--- config.mk ---
export PLATFORM = sky130hd
export DESIGN_NAME = parking_sensor_debouncer
export DESIGN_NICKNAME = d
export VERILOG_FILES = /design/src/rtl/parking_sensor_debouncer.sv
export SDC_FILE = /design/constraint.sdc
export NUM_CORES = 1
export LEC_CHECK = 0
export CAP_MARGIN = 25
export CORE_AREA = 2 2 39 41
export DETAILED_ROUTE_END_ITERATION = 16
export DIE_AREA = 0 0 41 43
export PLACE_DENSITY_LB_ADDON = 0.12
export SLEW_MARGIN = 5
export SYNTH_ARGS = -nofsm -noshare
export SYNTH_HDL_FRONTEND = slang
export SYNTH_SLANG_ARGS = --single-unit
--- constraint.sdc ---
create_clock -name clk -period 2.79 [get_ports clk]
set_input_delay 0.4185 -clock clk [delete_from_list [all_inputs] [get_ports clk]]
set_output_delay 0.4185 -clock clk [all_outputs]
set_load 0.02 [all_outputs]
--- src/rtl/parking_sensor_debouncer.sv ---
// Two-channel synchroniser/debouncer for the parking-lot beam sensors (a = outer, b = inner).
// Optional rejected-glitch counter on glitch_cnt when PARK_GLITCH_COUNT_EN is defined.
module parking_sensor_debouncer #(
    parameter int STABLE_CYCLES = 4,
    parameter int CNT_W         = 3
) (
    input  logic       clk,
    input  logic       reset,
    input  logic       a_raw,
    input  logic       b_raw,
    output logic       a,
    output logic       b,
    output logic       a_chg,
    output logic       b_chg
`ifdef PARK_GLITCH_COUNT_EN
    ,
    output logic [7:0] glitch_cnt
`endif
);

    localparam logic [CNT_W-1:0] CNT_LAST = CNT_W'(STABLE_CYCLES - 1);

    // Index 0 is channel a, index 1 is channel b; the two never interact.
    logic [1:0]       raw_in;
    logic [1:0]       s1;
    logic [1:0]       s2;
    logic [1:0]       lvl;
    logic [1:0]       chg;
    logic [1:0]       pending;
    logic [1:0]       accept;
    logic [1:0]       lvl_nxt;
    logic [1:0]       chg_nxt;
    logic [CNT_W-1:0] cnt     [2];
    logic [CNT_W-1:0] cnt_nxt [2];

    assign raw_in = {b_raw, a_raw};

    always_ff @(posedge clk or negedge reset) begin
        if (!reset) begin
            s1 <= '0;
            s2 <= '0;
        end else begin
            s1 <= raw_in;
            s2 <= s1;
        end
    end

    // A pending change is accepted only after the counter has seen it STABLE_CYCLES times.
    always_comb begin
        pending    = '0;
        accept     = '0;
        lvl_nxt    = lvl;
        chg_nxt    = '0;
        cnt_nxt[0] = '0;
        cnt_nxt[1] = '0;
        for (int i = 0; i < 2; i++) begin
            pending[i] = (s2[i] != lvl[i]);
            accept[i]  = pending[i] && (cnt[i] == CNT_LAST);
            if (accept[i]) begin
                lvl_nxt[i] = s2[i];
                chg_nxt[i] = 1'b1;
            end
            if (pending[i] && !accept[i]) begin
                cnt_nxt[i] = cnt[i] + CNT_W'(1);
            end
        end
    end

    always_ff @(posedge clk or negedge reset) begin
        if (!reset) begin
            lvl    <= '0;
            chg    <= '0;
            cnt[0] <= '0;
            cnt[1] <= '0;
        end else begin
            lvl    <= lvl_nxt;
            chg    <= chg_nxt;
            cnt[0] <= cnt_nxt[0];
            cnt[1] <= cnt_nxt[1];
        end
    end

    assign a     = lvl[0];
    assign b     = lvl[1];
    assign a_chg = chg[0];
    assign b_chg = chg[1];

`ifdef PARK_GLITCH_COUNT_EN
    logic [1:0] glitch;
    logic [8:0] glitch_sum;

    // A glitch is a partially counted change whose input fell back before acceptance.
    always_comb begin
        glitch = '0;
        for (int i = 0; i < 2; i++) begin
            glitch[i] = !pending[i] && (cnt[i] != '0);
        end
        glitch_sum = {1'b0, glitch_cnt} + 9'(glitch[0]) + 9'(glitch[1]);
    end

    always_ff @(posedge clk or negedge reset) begin
        if (!reset) begin
            glitch_cnt <= '0;
        end else if (glitch_sum > 9'd255) begin
            glitch_cnt <= 8'hFF;
        end else begin
            glitch_cnt <= glitch_sum[7:0];
        end
    end
`endif

endmodule
==> impl_results.md <==
- Status: completed
- Chip height: 43 um
- Critical path buffers and inverters: 1
- Via/cell ratio: around 4.4
- Seq/Total Area, Yosys: a little under 70%
- Worst path max stage delay: 610 ps
- Max Fclk: 0.596 GHz
- # nets final: 52
- Placed Instance Area: 596 um^2
- Worst setup EP type: primary output
- Share of cells above drive strength 1: 16.7%
- Worst slew pin tran: 583 ps
- Yosys warning total: 0
- WL per Instance: approximately 9.5 um
- Leak: between 0.2 and 0.3 nW
- PD cells: ~910 mW/mm^2
- Placed insts: 55
- Setup CP Type: flop to primary output
- Clock Tree Buf Depth: 2
- Gr usage total: 9.27%
- Cts hold-fix bufs: 0
- CP delay by family, top: buffers and inverters
- Fin crit share: roughly 60%
- Slew HR: 61.0%
- # Post-CTS Setup Buffers: 0
- Die ar.: approximately 0.0018 mm^2
- Netlist cell types: 8
- DIE WIDTH: 41 um
- Area leader, netlist: dfrtp_1
- Number of synthesized register bits: 14
- # rows: 14
- Critical path required time: 2370 ps
- Final hold vios: 0
- Post-route ant nets: 0
- CTS tree: built
- Clock skew: 0.573 ps
- Skew-Pair Late Insertion Delay: 270 ps
- RSZ-0062 raised after global routing: no
- Largest fanout on the critical path: 3
- Data arrival time of the critical path: 1260 ps
- Clk slew on worst S/H paths: roughly 80 ps
- Total Power: 0.000564 W
- Post-synthesis cell area: 505 um^2
- Buffers on Ports: 7
- Crit-path cells: clkdlybuf4s50_1
- First-pass DRT Iterations: 1
- DP HPWL: 423 um
- Pins over their slew limit: 0
- Minimum clock period: 1680 ps
- Vias in the first global route: ~260
- DRT iter0 DRCs: 0
- Clock sink total: 14
- Setup_tns: 0 ps
- Post-Route WL: 549 um
- Max-cap violations: 0
- Hold Path Class: flop to flop
- Num CTS Buffers: 3
- Core ar.: 0.00138 mm^2
- Synth top area share: between 60% and 70%
- Root Driver: clkbuf_4
- Setup Viol. Count Final: 0
- Post-Syn Nets: 40
- Initial antenna violation count: 0
- Top Ports: 8
- Area delta synth->final: 22.3%
- Post-Layout Cell Count: 58
- Global-route wire length before repair: between 1000 and 1500 um
- Pin count of the biggest net entering global routing: 15
- Peak VDD IR: 0.371 mV
- ANT cells: 0
- # DRC: 0
- Starting Density: around 37%
- Post-Syn Instances: 32
- CP startpoint kind: flop
- Post-route cell area: between 600 and 700 um^2
- Largest cells by area after synthesis: dfrtp_1 69%, ha_1 9.9%, nor3b_2 5.0%
- Resized cells post-CTS: 0
- Slowest cell on the critical path: clkdlybuf4s50_1
- Fill count: 136
- Routability cong.: 0.608
- Gr ovfl total: 0
- H-tree levels: 1
- Via count: around 260
- Mean Syn Cell Area: 15.8 um^2
## cell families after synthesis
group         after synthesis  share of synthesized area (%)
fa+ha+maj                   4                           9.90
mux                         2                           4.46
simple gates                8                           11.4
buf+inv                     2                           1.49
flops                      14                           69.3
xor+xnor                    2                           3.47
## synth_stat cells
| cell type | n |
|---|---|
| mux2_2 | 2 |
| xnor2_1 | 2 |
| dfrtp_1 | 14 |
| inv_1 | 2 |
| ha_1 | 4 |
| nor3_1 | 4 |
| nor3b_2 | 2 |
| nor2b_1 | 2 |
## final timing paths
| check | slack (ps) | end | cells past startpoint | startpoint |
|---|---|---|---|---|
| max | 1110 | b | 1 | lvl[1]$_DFFE_PN0P_ |
| min | 360 | s2[0]$_DFF_PN0_ | 0 | s1[0]$_DFF_PN0_ |
| max reg2reg | 1560 | lvl[0]$_DFFE_PN0P_ | 3 | cnt[3]$_DFF_PN0_ |
| min reg2reg | 360 | s2[0]$_DFF_PN0_ | 0 | s1[0]$_DFF_PN0_ |
| max in group asynchronous | 1890 | s2[0]$_DFF_PN0_ | 1 | reset |
| min in group asynchronous | 520 | cnt[1]$_DFF_PN0_ | 1 | reset |
## per-stage QoR
| step | hold slack [ps] | worst slack, ps | util (%) |
|---|---|---|---|
| 6_report | 355 | 1110 | 44.7 |
| 5_1_grt | 362 | 1050 | 44.7 |
| 4_1_cts | 359 | 1100 | 44.7 |
| 3_5_place_dp | 342 | 1400 | 43.0 |
| 3_3_place_gp | 340 | 1410 | 43.0 |
| 2_1_floorplan | 123 | 1620 | - |
## area by class of cell
cell class	instances	area, um^2	share of cell area, %
well taps	16	20.0	3.24
inverters	2	7.51	1.21
multi-input cells	16	148	23.9
flip-flops and latches	14	350	56.7
clock buffers	3	22.5	3.64
repair buffers	7	70.1	11.3
## layout by cell type (no fill, tap or decap)
master and count:
nor2b_1 2, nor3b_2 2, mux2_2 2, xnor2_1 2, nor3_1 4, ha_1 4, inv_1 2, clkdlybuf4s50_1 7
clkbuf_4 3, dfrtp_1 14
## flip-flops by register name, summed over array words and instances (netlist names)
signal / count
cnt: 6
chg: 2
lvl: 2
s1: 2
s2: 2
## report_power, final
part	internal (W)	switching (W)	leakage (nW)
clock	0.0000498	0.0000557	0.0138
combinational	0.0000947	0.0000830	0.0883
sequential	0.000255	0.0000259	0.177
total	0.000399	0.000165	0.280
## metal layers
layer / vias up / wire length [um] / track usage (%)
met1: 118 / 243 / 10.8
met5: - / 0 / 0
met2: 6 / 267 / 11.9
met3: 2 / 29 / 3.14
li1: 129 / - / -
met4: 0 / 8 / 10.0
## worst reg2reg max path: cells and delay by family, from the launching register on
| kind | cells | cell delay [ps] |
|---|---|---|
| adder cells (fa/ha/maj) | 2 | 440 |
| flip-flops | 1 | 390 |
| multiplexers | 1 | 290 |
Note: power is estimated with default switching activity, not from simulation.
